<file path="src/rtl/ad_ip_jesd204_tpl_dac_sync_buffer.sv">
// Elastic sample buffer in the link clock domain between the DMA and the TPL DAC framer.
// Beats are released once armed, the fill threshold is met and, optionally, sync_in is seen.
module ad_ip_jesd204_tpl_dac_sync_buffer #(
  parameter int NUM_CHANNELS    = 2,
  parameter int DATA_PATH_WIDTH = 2,
  parameter int BITS_PER_SAMPLE = 16,
  parameter int FIFO_DEPTH      = 16,
  localparam int W  = NUM_CHANNELS * DATA_PATH_WIDTH * BITS_PER_SAMPLE,
  localparam int AW = $clog2(FIFO_DEPTH)
) (
  input  logic                    link_clk,
  input  logic                    link_resetn,
  input  logic                    s_valid,
  output logic                    s_ready,
  input  logic [W-1:0]            s_data,
  input  logic [NUM_CHANNELS-1:0] enable,
  input  logic                    arm_req,
  input  logic                    stop_req,
  input  logic                    sync_mode,
  input  logic                    sync_in,
  input  logic [AW:0]             start_threshold,
  input  logic                    unf_mode,
  input  logic                    unf_clr,
  input  logic                    m_ready,
  output logic                    m_valid,
  output logic [W-1:0]            m_data,
  output logic                    armed,
  output logic                    running,
  output logic                    underflow,
  output logic                    underflow_sticky,
  output logic [AW:0]             fill_level
);

  localparam int CW = DATA_PATH_WIDTH * BITS_PER_SAMPLE;
  localparam logic [AW:0]   DEPTH_C = (AW+1)'(FIFO_DEPTH);
  localparam logic [AW:0]   CNT_ONE = (AW+1)'(1);
  localparam logic [AW-1:0] PTR_ONE = (AW)'(1);

  typedef enum logic [1:0] {IDLE, ARMED, RUNNING} state_t;

  state_t        state, state_next;
  logic [W-1:0]  mem [FIFO_DEPTH];
  logic [AW-1:0] wr_ptr, rd_ptr;
  logic [AW:0]   count, count_next, start_level;
  logic          push, pop, unf_event, start_ok;

  function automatic logic [W-1:0] apply_mask(input logic [W-1:0] d,
                                              input logic [NUM_CHANNELS-1:0] en);
    logic [W-1:0] r;
    r = d;
    for (int c = 0; c < NUM_CHANNELS; c++)
      if (!en[c]) r[c*CW +: CW] = '0;
    return r;
  endfunction

  // A beat offered in a stop cycle is dropped, and nothing is read while stopping.
  assign push      = s_valid && s_ready && !stop_req;
  assign pop       = (state == RUNNING) && m_ready && !stop_req && (count != '0);
  assign unf_event = (state == RUNNING) && m_ready && !stop_req && (count == '0);

  assign start_level = (start_threshold > DEPTH_C) ? DEPTH_C : start_threshold;
  assign start_ok    = (count >= start_level) && (!sync_mode || sync_in);

  always_comb begin
    state_next = state;
    if (stop_req) begin
      state_next = IDLE;
    end else begin
      case (state)
        IDLE:    if (arm_req) state_next = ARMED;
        ARMED:   if (start_ok) state_next = RUNNING;
        RUNNING: state_next = RUNNING;
        default: state_next = IDLE;
      endcase
    end
  end

  always_comb begin
    count_next = count;
    if (stop_req)
      count_next = '0;
    else if (push && !pop)
      count_next = count + CNT_ONE;
    else if (pop && !push)
      count_next = count - CNT_ONE;
  end

  always_ff @(posedge link_clk or negedge link_resetn) begin
    if (!link_resetn) begin
      state   <= IDLE;
      count   <= '0;
      wr_ptr  <= '0;
      rd_ptr  <= '0;
      s_ready <= 1'b1;
    end else begin
      state   <= state_next;
      count   <= count_next;
      s_ready <= (count_next < DEPTH_C);
      if (stop_req) begin
        wr_ptr <= '0;
        rd_ptr <= '0;
      end else begin
        if (push) wr_ptr <= wr_ptr + PTR_ONE;
        if (pop)  rd_ptr <= rd_ptr + PTR_ONE;
      end
    end
  end

  always_ff @(posedge link_clk) begin
    if (push) mem[wr_ptr] <= s_data;
  end

  // Output register: pop, underflow fill, or hold when the link stalls.
  always_ff @(posedge link_clk or negedge link_resetn) begin
    if (!link_resetn) begin
      m_valid          <= 1'b0;
      m_data           <= '0;
      underflow        <= 1'b0;
      underflow_sticky <= 1'b0;
    end else begin
      underflow <= unf_event;
      if (unf_event)
        underflow_sticky <= 1'b1;
      else if (unf_clr)
        underflow_sticky <= 1'b0;

      if (stop_req || state != RUNNING) begin
        m_valid <= 1'b0;
        m_data  <= '0;
      end else if (m_ready) begin
        m_valid <= 1'b1;
        if (pop)
          m_data <= apply_mask(mem[rd_ptr], enable);
        else
          m_data <= apply_mask(unf_mode ? m_data : '0, enable);
      end
    end
  end

  assign armed      = (state == ARMED);
  assign running    = (state == RUNNING);
  assign fill_level = count;

endmodule

</file>
<file path="config.mk">
export PLATFORM = sky130hd
export DESIGN_NAME = ad_ip_jesd204_tpl_dac_sync_buffer
export DESIGN_NICKNAME = d
export VERILOG_FILES = /design/src/rtl/ad_ip_jesd204_tpl_dac_sync_buffer.sv
export SDC_FILE = /design/constraint.sdc
export NUM_CORES = 1
export LEC_CHECK = 0
export CORE_MARGIN = 5
export CORE_UTILIZATION = 55
export DETAILED_ROUTE_END_ITERATION = 6
export DONT_BUFFER_PORTS = 1
export PLACE_DENSITY = 0.82
export SLEW_MARGIN = 10
export SYNTH_ARGS = -nofsm -noshare
export SYNTH_HDL_FRONTEND = slang
export SYNTH_SLANG_ARGS = --single-unit
export TNS_END_PERCENT = 50
</file>
<file path="constraint.sdc">
create_clock -name link_clk -period 6.4 [get_ports link_clk]
set_input_delay 0.96 -clock link_clk [delete_from_list [all_inputs] [get_ports link_clk]]
set_output_delay 0.96 -clock link_clk [all_outputs]
set_load 0.01 [all_outputs]
</file>
==> results of run 1 <==
## Yosys cell counts, types with 2 or more instances
cell,instances,area share [%]
nand2b_1,2,0.030
nor4b_1,2,0.042
nor2b_1,4,0.059
a221o_1,64,1.5
mux2_2,64,1.7
mux2i_1,67,1.6
and2_1,17,0.25
xnor2_1,3,0.062
a211oi_1,3,0.053
nand2_1,18,0.16
a21oi_1,10,0.12
dfrtp_1,82,4.9
nor2_1,83,0.74
mux4_2,256,14
buf_6,10,0.27
inv_1,10,0.089
xor2_1,5,0.10
nor3_1,6,0.071
o21ai_0,3,0.036
edfxtp_1,1024,73
ha_1,16,0.47
clkbuf_1,47,0.42
o22ai_1,2,0.030
buf_2,26,0.31
nand4_1,4,0.059
buf_1,12,0.11
nand3_1,4,0.047
## state kept, by name, indices dropped and copies added, names as in the netlist
signal / cells
underflow: 1
m_data: 64
fill_level: 5
s_ready: 1
state: 2
m_valid: 1
underflow_sticky: 1
wr_ptr: 4
rd_ptr: 4
mem: 1024
## final timing paths
path / start / endpoint / slack (ns) / cells after the start
setup / recovery: state[0] / m_data[18] / 3.06 / 8
hold / removal: link_resetn / s_ready / 0.14 / 0
setup reg to reg: state[0] / m_data[18] / 3.06 / 8
hold reg to reg: m_valid / m_valid / 0.58 / 2
max in group asynchronous: link_resetn / m_data[9] / 5.31 / 1
min in group link_clk: stop_req / rd_ptr[2] / 0.36 / 1
## where the power goes
part | internal [mW] | switching [mW] | total [mW] | leakage, nW
Combinational | 0.197 | 0.238 | 0.435 | 2.52
Clock | 3.79 | 2.67 | 6.46 | 1.78
Sequential | 7.97 | 0.0559 | 8.03 | 10.4
Total | 12.0 | 2.96 | 14.9 | 14.7
## per-layer routing
layer	track usage [%]	vias up
met1	30.0	10400
met3	7.29	182
met5	0	-
li1	-	7862
met2	38.3	1086
met4	7.49	0
## critical path, cell delays in order (launching register included)
cell and delay (ns):
dfrtp_1 0.41, inv_1 0.12, ha_1 0.28, nand3b_1 0.31
nor2_1 0.19, buf_4 0.21, nand3_2 0.88, nor2_1 0.63
a221o_1 0.18
## cells by family after synthesis
kind of cell | Yosys count | share of synthesized area (%)
flops | 1107 | 77.8
mux | 387 | 17.0
simple gates | 145 | 1.57
buf+inv | 106 | 1.21
compound gates | 87 | 1.85
fa+ha+maj | 16 | 0.474
xor+xnor | 8 | 0.166
## through the flow
| stage | util, % | power [mW] | std cells |
|---|---|---|---|
| 2_1_floorplan | - | 8.48 | 1856 |
| 3_3_place_gp | 56.9 | 8.56 | 2812 |
| 3_5_place_dp | 56.9 | 8.59 | 2812 |
| 4_1_cts | 61.7 | 15.0 | 3008 |
| 5_1_grt | 61.9 | 15.4 | 3012 |
| 6_report | 61.9 | 14.9 | 3012 |
## what timing repair did
action | 4_1_cts | 5_1_grt
hold endpoints to repair | 81 | 0
resized for setup | 0 | 0
hold buffers | 2 | 0
## layout make-up
class	instances	area, sq um	area share, %
Tap cell	1030	1290	2.74
Timing Repair Buffer	28	350	0.744
Clock inverter	57	673	1.43
Multi-Input combinational cell	643	8950	19.0
Inverter	10	37.5	0.0798
Sequential cell	1107	32800	69.8
Clock buffer	137	2930	6.22
==> results.md, run 1 <==
* Critical path class: reg2reg
* Final nets at between 1500 and 2000
* Syn nets at 1953
* Clock Skew at 0.0273 ns
* Core Box Area at 76100 sq um
* Sink Count at roughly 1100
* Avg Cell Area, Syn at around 23 sq um
* Slew margin rel. at between 10% and 20%
* Gr ovfl total at 0
* H-tree lvl count at 3
* Area growth syn-to-layout at 11.5%
* Max_cap viols at 0
* Reg clk slew, reported paths at about 0.060 ns
* Ys async rst share at under 10%
* Detail Placement HPWL at approximately 45000 um
* DR WL met2 at approximately 49000 um
* Pre-CTS setup slack at about 3.0 ns
* Pwr/cell area at roughly 320 nW/um^2
* Final setup violation count at 0
* Post-route setup slack at between 3 and 4 ns
* Required time of the critical path at roughly 7.0 ns
* CTS tree: done
* Rows at roughly 100
* IO buf count at 0
* Via density at around 6.5
* Final Critical Period at around 3.3 ns
* Synth Instances at 1856
* Design area at around 47000 sq um
* Initial antenna violation count at 0
* Leading cell type in the layout, fill and taps excluded: edfxtp_1
* Die Ht at around 290 um
* Number of global-route vias before repair at roughly 21000
* Die extent in x at 287 um
* Status: finished, final reports clean
* I/O pin total at around 160
* Yosys warning count at 0
* Gpl congestion at 0.759
* CTS Buf Count at between 100 and 150
* Mapped Area at ~42000 sq um
* Die Area at 82400 sq um
* Routed vias at just under 20000
* Final Hold Fails at 0
* Slew @ Worst Pin at 1.25 ns
* CP arrival at around 4 ns
* Hold Slack at around 0.14 ns
* Iteration-0 DRC Markers at 2418
* First-pass GRT wire length at roughly 140000 um
* Number of synthesized register bits at about 1100
* Post-Route WL at roughly 95000 um
* Sequential fraction of the synthesis area at 77.8%
* Cell variety after synth at 39
* Pin count of the biggest net entering global routing at between 150 and 200
* Leak at 14.7 nW
* Gr usage total at 23.2%
* Final period util at 52.2%
* Critical Path End Type: flop
* Slew Limit Fails at 0
* Critical path peak fanout at 32
* Max VDD drop at between 0.0002 and 0.00025 V
* Clk buf depth at 3
* Post-DP Area at 43300 sq um
* Hold crit path type: in2async
* DRC violations left at 0
* Top routing layer used: met4
* Drt pass-1 iters at 5
* Fmax at ~0.3 GHz
* CTS root buf: clkbuf_16
* Filler Cell Count at about 4800
* M1 WL at between 30000 and 40000 um
* Setup Buffers After CTS at 0
* Most frequent cells in the layout: edfxtp_1, mux4_2, clkbuf_16
* Unrepaired setup endpoints after global routing: no
* Share of layout cells above drive strength 1 at 27.5%
* Met3 wire length at around 9800 um
* N_diodes at 0
* TNS Setup at 0 ns
* EDFF count, synth at slightly above 1000
* Final ANT Viol Nets at 0
* Wire per inst at about 31 um
* Initial Util at 55.5%
* Startpoint types: flop
* Clock latency on the worst-skew pair at between 0.6 and 0.7 ns
* Dominant synthesized flop cell: edfxtp_1
No activity file was read; power rests on OpenSTA's default activity.
==> run 2, diff against run 1 <==
==> constraint.sdc (replaced) <==
create_clock -name link_clk -period 3.2 [get_ports link_clk]
set_input_delay 0.48 -clock link_clk [delete_from_list [all_inputs] [get_ports link_clk]]
set_output_delay 0.48 -clock link_clk [all_outputs]
set_load 0.01 [all_outputs]
==> run 2 against run 1 <==
Net effect: utilization increased by 1.8 points; routed wire length grew 5.4%; worst hold slack lost 0.038 ns; count of clock-buffer cells in the layout increased by 2; design area rose by 3.0%; clock power rose by 98%; power grew 100%; first-iteration DRC count up 5.2%; critical path type unchanged; critical endpoint is now mem[9][51]; largest power group unchanged.
==> results.md, run 2 (synthesis gave the netlist of run 1 again) <==
* Status: finished, final reports clean
* Largest register FFs at 1024 (unchanged)
* Hold depth at 3
* Clock latency on the worst-skew pair at 0.68 ns (about the same)
* Share of layout cells above drive strength 1 at 27.8% (+0.25 points)
* Slew margin rel. at 17.7% (+1.1 points)
* Clk buf depth at 3 (unchanged)
* Final ANT Viol Nets at 0 (unchanged)
* Die extent in x at 287 um (unchanged)
* Critical path class: reg2reg
* CP max stage cell: nor4b_1
* Leading cell type in the layout, fill and taps excluded: edfxtp_1
* Biggest register: mem
* Clock power share at 42.6% (-0.7 points)
* Critical path peak fanout at 26 (-19%)
* Filler Cell Count at 4710 (-2.4%)
* Leak at 15.2 nW (+3.8%)
* CP arrival at 3.47 ns (-0.46 ns)
* IO buf count at 0 (unchanged)
* Top Family by Delay on Critical Path: simple AND/OR/NAND/NOR gates
* Clock Skew at 0.0284 ns (+0.00109 ns)
* CP Cell Sequence: nand2_1, nor4b_1, and2_4, buf_12
* Instance count on the critical path at 4 (-4)
* Fmax at 0.321 GHz (+7.2%)
* Required time of the critical path at 3.56 ns (-3.44 ns)
* Final nets at 2105 (+5.8%)
* Pint at 23.7 mW (+98%)
* Critical Path End Type: flop
* CTS root buf: clkbuf_16
* Final Non-Filler Cells at 3137 (+4.2%)
* Slew @ Worst Pin at 1.23 ns (-0.0193 ns)
* Max_cap viols at 0 (unchanged)
* Reg clk slew, reported paths at 0.06 ns (about the same)
* CTS tree: done
* Seq pwr share at 53.5% (-0.3 points)
* Pre-CTS setup slack at 0.283 ns (-2.67 ns)
* Switching Power at 6.28 mW (+110%)
* Post-DP Area at 44200 sq um (+2.0%)
* Slew Limit Fails at 0 (unchanged)
* Detail Placement HPWL at 51900 um (+16%)
* First-pass GRT wire length at 149000 um (+5.6%)
* Pwr/cell area at 619 nW/um^2 (+95%)
* Most frequent cells in the layout: edfxtp_1, mux4_2, clkbuf_16
* Die Ht at 287 um (unchanged)
* Unrepaired setup endpoints after global routing: no
* Wire per inst at 31.9 um (+1.2%)
* Number of global-route vias before repair at 21800 (+4.1%)
* Post-Route WL at 100000 um (+5.4%)
* Gr ovfl total at 0 (unchanged)
* Via density at 6.51 (+0.44%)
* Startpoint types: flop
* Area growth syn-to-layout at 14.8%
* Post-route setup slack at 0.0880 ns (-2.97 ns)
* Buf/Inv on CP at 1 (-1)
* Iteration-0 DRC Markers at 2543 (+5.2%)
* Final Util at 63.7% (+1.8 points)
* Design area at 48500 sq um (+3.0%)
* Switching share of power at 20.9% (+1.1 points)
* CP peak stage delay at 1.05 ns (+0.17 ns)
* Drt pass-1 iters at 5 (unchanged)
* Final Critical Period at 3.11 ns (-0.226 ns)
* Hold crit path type: in2reg
* Sink Count at 1107 (unchanged)
* Gpl congestion at 0.773 (+1.9%)
* Setup Buffers After CTS at 0 (unchanged)
* Gr usage total at 24.5% (+1.3 points)
* Max VDD drop at 0.000430 V (+110%)
* TNS Setup at 0 ns (unchanged)
* Rows at 101 (unchanged)
* DRC violations left at 0 (unchanged)
* CTS Buf Count at 105 (+1.9%)
* Placed Cells at 2862 (+1.8%)
* Final setup violation count at 0 (unchanged)
* Routed vias at 20400 (+4.6%)
* Initial Util at 55.5% (unchanged)
* H-tree lvl count at 3 (unchanged)
* I/O pin total at 156 (unchanged)
* Die Area at 82400 sq um (unchanged)
* Core Box Area at 76100 sq um (unchanged)
* Final Hold Fails at 0 (unchanged)
* FF-to-FF path depth at 4 (-4)
* Final period util at 97.3% (+45 points)
* Pin count of the biggest net entering global routing at 84 (-49%)
* Initial antenna violation count at 6 (+6)
* Comb pwr share at 4.0% (+1.1 points)
[run 2: cell types whose count changed in the layout (fill, tap and decap cells not counted), sizes merged]
cell and delta:
buf +46, diode +6, clkinvlp +2, dlygate4sd3 +67
clkbuf +2, bufinv -2, clkinv -1, inv +5
[run 2: what timing repair did]
| item | CTS | global route |
|---|---|---|
| endpoints found under the hold margin | 1124 | 0 |
| resized for setup | 0 | 0 |
| hold buffers | 69 | 0 |
[run 2: power by group through the flow]
stage | Sequential (mW) | Combinational [mW] | Clock (mW)
floorplan | 16.3 | 0.657 | 0
global placement | 16.3 | 0.849 | 0
detailed placement | 16.3 | 0.885 | 0
CTS | 16.0 | 1.19 | 12.9
global route | 16.0 | 1.28 | 13.6
finish | 16.0 | 1.19 | 12.8
[run 2: worst reg2reg max path, cell delays in order, from the launching register on]
cell,delay [ns]
dfstp_2,0.57
nand2_1,0.29
nor4b_1,1.05
and2_4,0.56
buf_12,0.30
[run 2: stage by stage]
| step | hold slack [ns] | power, mW |
|---|---|---|
| after detailed placement | 0.190 | 17.2 |
| after CTS | 0.0708 | 30.1 |
| after floorplan | 0.184 | 17.0 |
| after global placement | 0.189 | 17.2 |
| final | 0.0996 | 30.0 |
| after global routing | 0.125 | 30.9 |
[run 2: cell type report]
class / instances / area, sq um / share of cell area, %
Sequential cell: 1107 / 32800 / 67.7
Multi-Input combinational cell: 643 / 8950 / 18.5
Clock buffer: 139 / 2850 / 5.87
Timing Repair Buffer: 141 / 1790 / 3.69
Tap cell: 1030 / 1290 / 2.66
Clock inverter: 61 / 712 / 1.47
Inverter: 10 / 37.5 / 0.0774
Antenna cell: 6 / 15.0 / 0.0310
[run 2: path summary, 6_finish.rpt]
check | from | to | slack (ns)
setup / recovery | s_ready | mem[9][51] | 0.09
hold / removal | stop_req | fill_level[3] | 0.1
setup reg to reg | s_ready | mem[9][51] | 0.09
hold reg to reg | m_valid | m_valid | 0.56
max in group asynchronous | link_resetn | m_data[2] | 2.33
min in group asynchronous | link_resetn | m_data[40] | 0.41
[run 2: routing by layer]
layer  vias to the layer above  global-route usage (%)  share of wire, %
met2                      1349                    40.5                50
met1                     10800                    33.5                36
li1                       8138                       -                 -
met3                       175                    6.15                11
met4                         4                    6.22               2.2
met5                         -                       0             0.022
==> run 3, diff against run 2 <==
--- a/config.mk
+++ b/config.mk
@@ -5,7 +5,6 @@
 export SDC_FILE = /design/constraint.sdc
 export NUM_CORES = 1
 export LEC_CHECK = 0
-export CORE_MARGIN = 5
 export CORE_UTILIZATION = 55
 export DETAILED_ROUTE_END_ITERATION = 6
 export DONT_BUFFER_PORTS = 1
==> run 3 against run 2 <==
Net effect: setup slack better by 0.057 ns; count of clock-buffer cells in the layout down 2; power down 0.55%; global-route usage up 3.5 points; design area down 0.41%; routed wire length up 7.3%; sequential power about the same; largest cell class unchanged; register-to-register slack better by 0.06 ns; worst hold slack about the same; highest routed layer unchanged; sequential cell count unchanged.
==> results.md, run 3 (synthesis gave the netlist of run 1 again) <==
* Leak at 15.1 nW (-0.61%)
* Initial Util at 55.6% (+0.092 points)
* Area growth syn-to-layout at 14.4%
* Number of global-route vias before repair at 22000 (+1.2%)
* Slew Limit Fails at 0 (unchanged)
* Reg clk slew, reported paths at 0.06 ns (about the same)
* Final Critical Period at 3.06 ns (-0.0569 ns)
* Final nets at 2095 (-0.48%)
* Hold crit path type: in2reg
* Critical path class: reg2reg
* I/O pin total at 156 (unchanged)
* Max_cap viols at 0 (unchanged)
* Clock latency on the worst-skew pair at 0.68 ns (about the same)
* Hold depth at 3 (unchanged)
* Final Hold Fails at 0 (unchanged)
* Wire per inst at 34.4 um (+8.0%)
* Critical path peak fanout at 25 (-3.8%)
* TNS Setup at 0 ns (unchanged)
* CTS resizes at 0 (unchanged)
* R2r setup slk at 0.14 ns (+0.06 ns)
* CTS tree: done
* WHS Endpoint: fill_level[3]
* Gr usage total at 28.0% (+3.5 points)
* Slew margin rel. at 13.6% (-4.1 points)
* Fmax at 0.327 GHz (+1.9%)
* Sink Count at 1107 (unchanged)
* Biggest register: mem
* Initial antenna violation count at 13 (+7)
* CTS Buf Count at 103 (-1.9%)
* Final setup violation count at 0 (unchanged)
* Clk buf depth at 3 (unchanged)
* H-tree lvl count at 3 (unchanged)
* Drt pass-1 iters at 5 (unchanged)
* Startpoint types: flop
* Max VDD drop at 0.000586 V (+36%)
* Via density at 6.72 (+3.3%)
* Most frequent cells in the layout: edfxtp_1, mux4_2, clkbuf_16
* Final period util at 95.5% (-1.8 points)
* Required time of the critical path at 3.53 ns (-0.03 ns)
* Post-Route WL at 107000 um (+7.3%)
* Rows at 101 (unchanged)
* Leading cell type in the layout, fill and taps excluded: edfxtp_1
* Filler Cell Count at 4551 (-3.4%)
* Gpl congestion at 0.761 (-1.6%)
* First-pass GRT wire length at 155000 um (+4.5%)
* Final Util at 63.6% (-0.15 points)
* Slew @ Worst Pin at 1.29 ns (+0.0616 ns)
* Die Ht at 279 um (-2.8%)
* Largest register FFs at 1024 (unchanged)
* Setup Buffers After CTS at 0 (unchanged)
* Worst Hold Launch: stop_req
* CTS root buf: clkbuf_16
* Pin count of the biggest net entering global routing at 84 (unchanged)
* Pwr/cell area at 618 nW/um^2 (-0.15%)
* Gr ovfl total at 0 (unchanged)
* Reg-to-Reg End: mem[10][7]
* Final Total Pwr at 29.8 mW (-0.55%)
* Status: finished, final reports clean
* Core Box Area at 75900 sq um (-0.17%)
* Share of layout cells above drive strength 1 at 27.3% (-0.52 points)
* FF-to-FF path depth at 4 (unchanged)
* Die extent in x at 279 um (-2.8%)
* Critical Path End Type: flop
* Detail Placement HPWL at 52800 um (+1.7%)
* Iteration-0 DRC Markers at 2944 (+16%)
* DRC violations left at 0 (unchanged)
* FF-to-FF Start: s_ready
* Final ANT Viol Nets at 0 (unchanged)
* Die Area at 77900 sq um (-5.5%)
* IO buf count at 0 (unchanged)
* Clock Skew at 0.0387 ns (+0.0103 ns)
* CP arrival at 3.39 ns (-0.08 ns)
* CTS Hold Bufs at 69 (unchanged)
* Unrepaired setup endpoints after global routing: no
* Routed vias at 21000 (+2.7%)
run 3: worst max path at each step:
stage / start / to / slack (ns) / cells past startpoint
after detailed placement: fill_level[0] / m_data[30] / 0.38 / 8
after global routing: state[0] / m_data[30] / 0.03 / 8
after floorplan: s_ready / mem[8][0] / 0.09 / 3
final: s_ready / mem[10][7] / 0.14 / 4
after global placement: state[0] / m_data[30] / 0.46 / 8
after CTS: s_ready / mem[10][1] / 0.24 / 4
run 3: area by class of cell:
class	instances	area, sq um	share of cell area [%]
diodes	2	5.00	0.0104
multi-input cells	643	8950	18.5
well taps	1030	1290	2.67
inverters	10	37.5	0.0778
repair buffers	133	1730	3.58
flip-flops and latches	1107	32800	68.0
clock inverters	56	616	1.28
clock buffers	137	2820	5.83
run 3: per-stage QoR:
stage	cell area, sq um	std cells	setup slack [ns]	hold WS [ns]
3_5_place_dp	44100	2854	0.376	0.189
5_1_grt	48300	3118	0.0307	0.0905
3_3_place_gp	44100	2854	0.458	0.192
6_report	48300	3118	0.145	0.0998
4_1_cts	48300	3116	0.242	0.0838
2_1_floorplan	42200	1856	0.0899	0.184
run 3: per-layer routing:
| layer | track usage, % | wire, um |
|---|---|---|
| met5 | 0 | 158 |
| met4 | 11.4 | 4440 |
| met3 | 7.61 | 12800 |
| met2 | 45.1 | 53100 |
| met1 | 36.5 | 36800 |
run 3: worst max-delay path: stages, from the launching register on:
cell     delay (ns)
dfstp_2        0.57
nand2_1        0.24
nor4b_1        0.99
and2_4         0.62
buf_12         0.27
run 3: power by group:
| group | switching, mW | total, mW | internal (mW) | leakage (nW) |
|---|---|---|---|---|
| Sequential | 0.110 | 16.0 | 15.9 | 10.4 |
| Clock | 5.42 | 12.6 | 7.17 | 1.68 |
| Combinational | 0.720 | 1.19 | 0.475 | 3.09 |
| Total | 6.25 | 29.8 | 23.6 | 15.1 |
